**src/rtl/puf_pkg.sv**
```systemverilog
// Shared definitions for the arbiter PUF voter, bench and wrappers.
package puf_pkg;

    localparam int unsigned CHAL_W = 16;
    localparam int unsigned RESP_W = 4;

    typedef enum logic [2:0] {
        StIdle   = 3'd0,
        StLaunch = 3'd1,
        StSettle = 3'd2,
        StSample = 3'd3,
        StDone   = 3'd4
    } puf_state_e;

endpackage

```
**src/rtl/puf_bit_counter.sv**
```systemverilog
// Ones counter for a single PUF response bit: cleared at the start of a run,
// incremented on each sample cycle in which the bit reads 1.
module puf_bit_counter #(
    parameter int unsigned CntW = 4
) (
    input  logic            clk_i,
    input  logic            rst_i,
    input  logic            clr_i,
    input  logic            inc_i,
    input  logic            bit_i,
    output logic [CntW-1:0] cnt_o
);

    logic [CntW-1:0] cnt_q, cnt_d;

    // Next count: clear has priority over counting.
    always_comb begin
        cnt_d = cnt_q;
        if (clr_i) begin
            cnt_d = '0;
        end else if (inc_i && bit_i) begin
            cnt_d = cnt_q + CntW'(1);
        end
    end

    // Count register.
    always_ff @(posedge clk_i or posedge rst_i) begin
        if (rst_i) begin
            cnt_q <= '0;
        end else begin
            cnt_q <= cnt_d;
        end
    end

    assign cnt_o = cnt_q;

endmodule

```
**src/rtl/puf_response_voter.sv**
```systemverilog
// Majority voter for an arbiter PUF: fires the PUF NUM_SAMPLES times per
// challenge, counts ones per response bit and reports the majority value and
// a per-bit instability flag.
module puf_response_voter
    import puf_pkg::*;
#(
    parameter int unsigned NUM_SAMPLES   = 15,
    parameter int unsigned SETTLE_CYCLES = 4
) (
    input  logic              CLK,
    input  logic              RST,
    input  logic              start,
    input  logic [CHAL_W-1:0] challenge,
    output logic [CHAL_W-1:0] puf_challenge,
    output logic              puf_fire,
    input  logic [RESP_W-1:0] puf_resp,
    output logic              busy,
    output logic              done,
    output logic [RESP_W-1:0] response,
    output logic [RESP_W-1:0] unstable
);

    localparam int unsigned CNT_W = $clog2(NUM_SAMPLES + 1);
    // Settle counter is sized for its own range, independent of the sample count.
    localparam int unsigned SET_W = $clog2(SETTLE_CYCLES + 1);
    localparam logic [CNT_W-1:0] NUM_S = CNT_W'(NUM_SAMPLES);
    localparam logic [CNT_W-1:0] HALF_S = CNT_W'(NUM_SAMPLES / 2);

    if ((NUM_SAMPLES % 2 == 0) || (NUM_SAMPLES > 255) ||
        (SETTLE_CYCLES == 0) || (SETTLE_CYCLES > 255)) begin : g_bad_param
        $error("puf_response_voter: illegal NUM_SAMPLES or SETTLE_CYCLES");
    end

    puf_state_e        state_q, state_d;
    logic [SET_W-1:0]  settle_q, settle_d;
    logic [CNT_W-1:0]  smp_q, smp_d;
    logic [CHAL_W-1:0] chal_q, chal_d;
    logic [RESP_W-1:0] resp_q, resp_d;
    logic [RESP_W-1:0] unst_q, unst_d;

    logic              cnt_clr;
    logic              cnt_inc;
    logic [CNT_W-1:0]  ones     [RESP_W];
    logic [CNT_W-1:0]  ones_fin [RESP_W];

    for (genvar g = 0; g < RESP_W; g++) begin : g_ones
        puf_bit_counter #(
            .CntW (CNT_W)
        ) u_cnt (
            .clk_i (CLK),
            .rst_i (RST),
            .clr_i (cnt_clr),
            .inc_i (cnt_inc),
            .bit_i (puf_resp[g]),
            .cnt_o (ones[g])
        );
    end

    // Ones count including the sample being taken this cycle; used for the final vote.
    always_comb begin
        for (int i = 0; i < RESP_W; i++) begin
            ones_fin[i] = ones[i] + CNT_W'(puf_resp[i]);
        end
    end

    // Next-state logic for the sequencing FSM and its datapath registers.
    always_comb begin
        state_d  = state_q;
        settle_d = settle_q;
        smp_d    = smp_q;
        chal_d   = chal_q;
        resp_d   = resp_q;
        unst_d   = unst_q;
        cnt_clr  = 1'b0;
        cnt_inc  = 1'b0;
        unique case (state_q)
            StIdle: begin
                if (start) begin
                    chal_d  = challenge;
                    smp_d   = '0;
                    cnt_clr = 1'b1;
                    state_d = StLaunch;
                end
            end
            StLaunch: begin
                settle_d = SET_W'(SETTLE_CYCLES - 1);
                state_d  = StSettle;
            end
            StSettle: begin
                if (settle_q == '0) begin
                    state_d = StSample;
                end else begin
                    settle_d = settle_q - SET_W'(1);
                end
            end
            StSample: begin
                cnt_inc = 1'b1;
                smp_d   = smp_q + CNT_W'(1);
                if (smp_d == NUM_S) begin
                    state_d = StDone;
                    for (int i = 0; i < RESP_W; i++) begin
                        resp_d[i] = ones_fin[i] > HALF_S;
                        unst_d[i] = (ones_fin[i] != '0) && (ones_fin[i] != NUM_S);
                    end
                end else begin
                    state_d = StLaunch;
                end
            end
            StDone: begin
                state_d = StIdle;
            end
            default: begin
                state_d = StIdle;
            end
        endcase
    end

    // State and datapath registers; reset abandons any run in progress.
    always_ff @(posedge CLK or posedge RST) begin
        if (RST) begin
            state_q  <= StIdle;
            settle_q <= '0;
            smp_q    <= '0;
            chal_q   <= '0;
            resp_q   <= '0;
            unst_q   <= '0;
        end else begin
            state_q  <= state_d;
            settle_q <= settle_d;
            smp_q    <= smp_d;
            chal_q   <= chal_d;
            resp_q   <= resp_d;
            unst_q   <= unst_d;
        end
    end

    assign puf_challenge = chal_q;
    assign puf_fire      = (state_q == StLaunch);
    assign busy          = (state_q != StIdle);
    assign done          = (state_q == StDone);
    assign response      = resp_q;
    assign unstable      = unst_q;

endmodule

```
**config.mk**
```make
export PLATFORM = sky130hd
export DESIGN_NAME = puf_response_voter
export DESIGN_NICKNAME = d
export VERILOG_FILES = /design/src/rtl/puf_pkg.sv /design/src/rtl/puf_bit_counter.sv /design/src/rtl/puf_response_voter.sv
export SDC_FILE = /design/constraint.sdc
export NUM_CORES = 1
export LEC_CHECK = 0
export CAP_MARGIN = 0
export CELL_PAD_IN_SITES_DETAIL_PLACEMENT = 1
export CELL_PAD_IN_SITES_GLOBAL_PLACEMENT = 1
export CORE_AREA = 2 2 73 75
export CTS_CLUSTER_SIZE = 25
export DETAILED_ROUTE_END_ITERATION = 8
export DIE_AREA = 0 0 75 77
export DONT_BUFFER_PORTS = 1
export PLACE_DENSITY = 0.88
export SETUP_SLACK_MARGIN = 0.5
export SKIP_LAST_GASP = 1
export SLEW_MARGIN = 10
export SYNTH_ARGS = -nofsm -noshare
export SYNTH_HDL_FRONTEND = slang
export SYNTH_SLANG_ARGS = --single-unit
export TNS_END_PERCENT = 5
```
**constraint.sdc**
```tcl
create_clock -name CLK -period 3.51 [get_ports CLK]
set_input_delay 1.053 -clock CLK [delete_from_list [all_inputs] [get_ports CLK]]
set_output_delay 1.053 -clock CLK [all_outputs]
set_load 0.02 [all_outputs]
```
After elaboration in Yosys (flattened, before gate mapping)
Index checks and enable logic that the tools add are counted.

operators by class
  add/subtract/negate cells = 10
  $lt $le $gt $ge = 4
  eq/ne operators = 12
  muxes and demuxes = 19
  reductions and logical operators = 26

operator list
  operator                                                        count
  two-way mux 4 bit                                               9
  adder 4 x 1 -> 4 bit (second input constant)                    5
  adder 4 x 1 -> 4 bit                                            4
  greater-than comparator 4 x 3 -> 1 bit (second input constant)  4
  != test 4 bit (second input constant)                           4
  nonzero test 4 bit                                              4
  two-way mux 3 bit                                               4
  case mux 3 bit (4 select lines)                                 1
  nonzero test 2 bit                                              6
  AND reduction 2 bit                                             5
  logical AND 1 bit                                               8
  case mux 4 bit (2 select lines)                                 1
  equality test 3 x 2 -> 1 bit (second input constant)            2
  logical NOT 3 bit                                               2
  != test 2 bit (second input constant)                           3
  case mux 3 bit (2 select lines)                                 1
  equality test 4 bit (second input constant)                     1
  equality test 3 x 1 -> 1 bit (second input constant)            1
  equality test 3 bit (second input constant)                     1
  two-way mux 1 bit                                               3
  nonzero test 3 bit                                              1
  subtractor 3 x 1 -> 3 bit (second input constant)               1

storage, ports and cells
  register bits after elaboration = 50

Logic depth before layout (Yosys ltp)
  depth after elaboration = 5
  mapped depth = 6

By module
Synthesis repeated with hierarchy kept, for this count alone.

unflattened totals
  cell total of the unflattened synthesis = 224
  area, all modules = 2558.7 µm²

modules (own cells, without submodules)
  module              instances  cells each  area each (µm²)
  puf_response_voter  1          148         1808.0
  puf_bit_counter     4          19          187.7

Least setup slack after synthesis
Ideal clock, no wire load.

  path type = flip-flop to output port
  start = register state_q[1]
  end = output done
  data arrival time = 1.179 ns
  setup slack = 1.278 ns
  stages on the path, launching flop included = 3
  path through = dfrtp_1 > clkbuf_1 > nor3b_1

between the ends
  cells in the longest elaborated chain, start to end = 1

RTL lines
  item                    RTL line                   RTL
  start, declared         puf_response_voter.sv:34   puf_state_e state_q, state_d;
  start signal, assigned  puf_response_voter.sv:121  state_q <= StIdle;
  start signal, assigned  puf_response_voter.sv:128  state_q <= state_d;
  equality test 3 bit     puf_response_voter.sv:140  assign done = (state_q == StDone);
  end, declared           puf_response_voter.sv:18   output logic done,

No other way between the ends.

Worst setup path in the final report
  start = register state_q[0]
  end = output puf_fire

between the ends
  cells in the longest elaborated chain, start to end = 1

RTL lines
  item                          RTL line                   RTL
  equality test 3 x 1 -> 1 bit  puf_response_voter.sv:138  assign puf_fire = (state_q == StLaunch);
  end, declared                 puf_response_voter.sv:15   output logic puf_fire,

No other way between the ends.

==> results.tsv <==
stage	metric	value	unit
synthesis	Seq cells post-synth	50	
critical_path	critical path type	reg2out	
timing	unrepaired setup endpoints after global routing	no	
pwr	pwr dens	825	nW/um2
layout	share of layout cells above drive strength 1	17.9	%
synthesis	Post-synth top flop	dfrtp_1	
clock_network	postcts setup bufs	0	
die	Starting Density	51.1	%
layout	P&R area growth vs syn	7.39	%
synthesis	Syn. warnings	0	
global_routing	Global Route Usage Sum	20.2	%
critical_path	CP Max Fanout	11	
clock_network	Sink Count	50	
clock_network	later-pin clock latency in the skew report	0.31	ns
critical_path	endpoint class of the critical path	primary output	
synthesis	count of different cell masters after synthesis	35	
layout	number of diodes	0	
clock_network	CTS tree	yes	
pwr	switching power	0.920	mW
pwr	switch share	40.8	%
synthesis	synthesized area	2540	um2
place	Port Buf Inserts	0	
route	routed len/inst	17.5	um
pwr	P_int	1.33	mW
die	Rows	26	
critical_path	WP data arrival	1.62	ns
pwr	clock network power share	17.9	%
route	drt first pass iters	4	
pwr	sequential share of power	50.0	%
timing	# setup viols final	0	
clock_network	CTS max path bufs	2	
die	die width	75	um
critical_path	CP max stage cell	dfrtp_1	
pwr	VDD IR max	0.000540	V
timing	Final min period	2.68	ns
timing	slew margin rel.	33.0	%
layout	final instance area	2730	um2
clock_network	Clk pin slew, worst setup/hold paths	0.09	ns
timing	Final Hold Fails	0	
layout	nets	267	
route	final wirelength	5230	um
timing	period utilization	76.3	%
route	total number of vias	1753	
layout	most common library cell in the layout ignoring fill and taps	dfrtp_1	
global_routing	initial antenna violation count	0	
critical_path	CP Cell Sequence	inv_1, nor3_1	
outcome	status	finished, final reports clean	
global_routing	first-pass GRT wire length	9070	um
timing	setup_tns	0	ns
global_routing	remaining global-route overflow	0	
die	Core Region	4980	um2
synthesis	Mean Syn Cell Area	11.2	um2
clock_network	hold_buf cts	0	
place	GPL Wtd Cong	0.742	
critical_path	Crit path largest cell delay	0.59	ns
global_routing	vias in the first global route	2017	
pwr	Static Leak	1.27	nW
critical_path	Crit path max-delay family	flip-flops	
synthesis	EDFF count, synth	0	
timing	Clock Skew	0.00493	ns
critical_path	Worst Path Buf+Inv	1	
clock_network	Resized Gates After CTS	0	
synthesis	syn_nets	265	
timing	fin. max-slew vios	0	
clock_network	TritonCTS Buffers	5	
die	Die ar.	5780	um2
synthesis	sequential fraction of the synthesis area	49.2	%
flow_run	MaxCap Viol Count	0	
synthesis	Post-Syn Instances	226	
min_path	Hold/Removal Path Class	reg2reg	
route	initial DRC count	51	
place	placed cell areas	2620	um2
route	Remaining DRCs	0	
layout	commonest non-fill, non-tap cells in the layout	dfrtp_1, mux2_2, o21ai_0, ha_1	
pwr	combinational share of power	32.1	%
die	Die Ht	77	um
die	io pins	50	
place	Post-DP HPWL	3760	um
route	Via-to-Cell Ratio	5.86	
clock_network	root buffer cell	clkbuf_8	
critical_path	CP Launch Type	flop	
route	post-route ant nets	0	
clock_network	htree depth	2	
global_routing	largest net degree at the start of global routing	51	
timing	Slew @ Worst Pin	1.00	ns
timing	f_max	374	MHz
critical_path	required time worst endpoint	2.46	ns
synthesis	async set-or-reset flop fraction in the synthesized netlist	100	%
[worst paths after layout]
path | endpoint | from | slack, ns | cells after the start
max | puf_fire | state_q[0] | 0.83 | 2
min | settle_q[1] | settle_q[1] | 0.55 | 1
max reg2reg | unstable[1] | state_q[1] | 1.27 | 5
min reg2reg | settle_q[1] | settle_q[1] | 0.55 | 1
max in group asynchronous | g_ones[1].u_cnt.cnt_o[2] | RST | 2.04 | 1
min in group asynchronous | puf_challenge[12] | RST | 0.86 | 1
[power groups by stage]
stage	sequential [mW]	combinational [mW]	clock, mW
5_1_grt	1.16	0.822	0.431
3_5_place_dp	1.13	0.729	0
4_1_cts	1.13	0.734	0.417
2_1_floorplan	1.04	0.610	0
6_report	1.13	0.722	0.402
3_3_place_gp	1.12	0.657	0
[synth_stat cells, types with 2 or more instances]
cell type / instances / area share (%)
or3_1: 5 / 1.2
nor3_1: 5 / 0.98
a32o_1: 4 / 1.6
inv_1: 7 / 1.0
o22a_1: 2 / 0.69
and3_1: 6 / 1.5
a21oi_1: 12 / 2.4
clkbuf_1: 2 / 0.30
dfrtp_1: 50 / 49
xor2_1: 9 / 3.1
nand2_1: 12 / 1.8
xnor2_1: 4 / 1.4
a31o_2: 2 / 0.69
mux2_2: 23 / 10
o21ai_0: 16 / 3.2
nor3b_1: 2 / 0.59
nand3_1: 12 / 2.4
ha_1: 16 / 7.9
nor2b_1: 2 / 0.49
nor2_1: 12 / 1.8
buf_2: 5 / 0.98
mux2i_1: 5 / 2.0
[through the flow]
| stage | hold WS (ns) | utilization, % | worst slack (ns) | power (mW) | std cells |
|---|---|---|---|---|---|
| after floorplan | 0.487 | - | 1.26 | 1.65 | 226 |
| after global placement | 0.525 | 52.6 | 1.19 | 1.78 | 291 |
| after detailed placement | 0.539 | 52.6 | 1.16 | 1.86 | 291 |
| after CTS | 0.558 | 54.8 | 0.809 | 2.28 | 299 |
| after global routing | 0.584 | 54.8 | 0.730 | 2.42 | 299 |
| final | 0.553 | 54.8 | 0.833 | 2.25 | 299 |
[flip-flops by register name, indices dropped and copies added, names as in the netlist]
name / flops
g_ones.u_cnt.cnt_o: 16
puf_challenge: 16
response: 4
settle_q: 3
smp_q: 4
state_q: 3
unstable: 4
[logic make-up after synthesis]
| kind of cell | after synthesis | share of synthesized area, % |
|---|---|---|
| simple gates | 62 | 12.9 |
| flops | 50 | 49.2 |
| compound gates | 42 | 10.7 |
| mux | 28 | 12.2 |
| fa+ha+maj | 16 | 7.88 |
| buf+inv | 15 | 2.61 |
| xor+xnor | 13 | 4.48 |
[worst reg2reg max path: stages, from the launching register on]
cell	delay [ns]
dfrtp_1	0.57
and3b_1	0.39
buf_4	0.23
and3_1	0.22
a21oi_4	0.34
mux2_2	0.38
[layout make-up]
cell class / instances / area, um2
repair buffers: 3 / 22.5
clock inverters: 3 / 40.0
fillers: 554 / 2250
multi-input cells: 161 / 1230
inverters: 7 / 26.3
well taps: 70 / 87.6
clock buffers: 5 / 68.8
flip-flops and latches: 50 / 1250
[layer usage]
layer	up-vias	GRT usage, %	part of all wire (%)
met5	-	0	0
met3	8	6.18	6.1
met4	0	6.61	1.5
li1	812	-	-
met2	44	34.3	52
met1	889	23.8	40
Note: power is estimated with default switching activity, not from simulation.
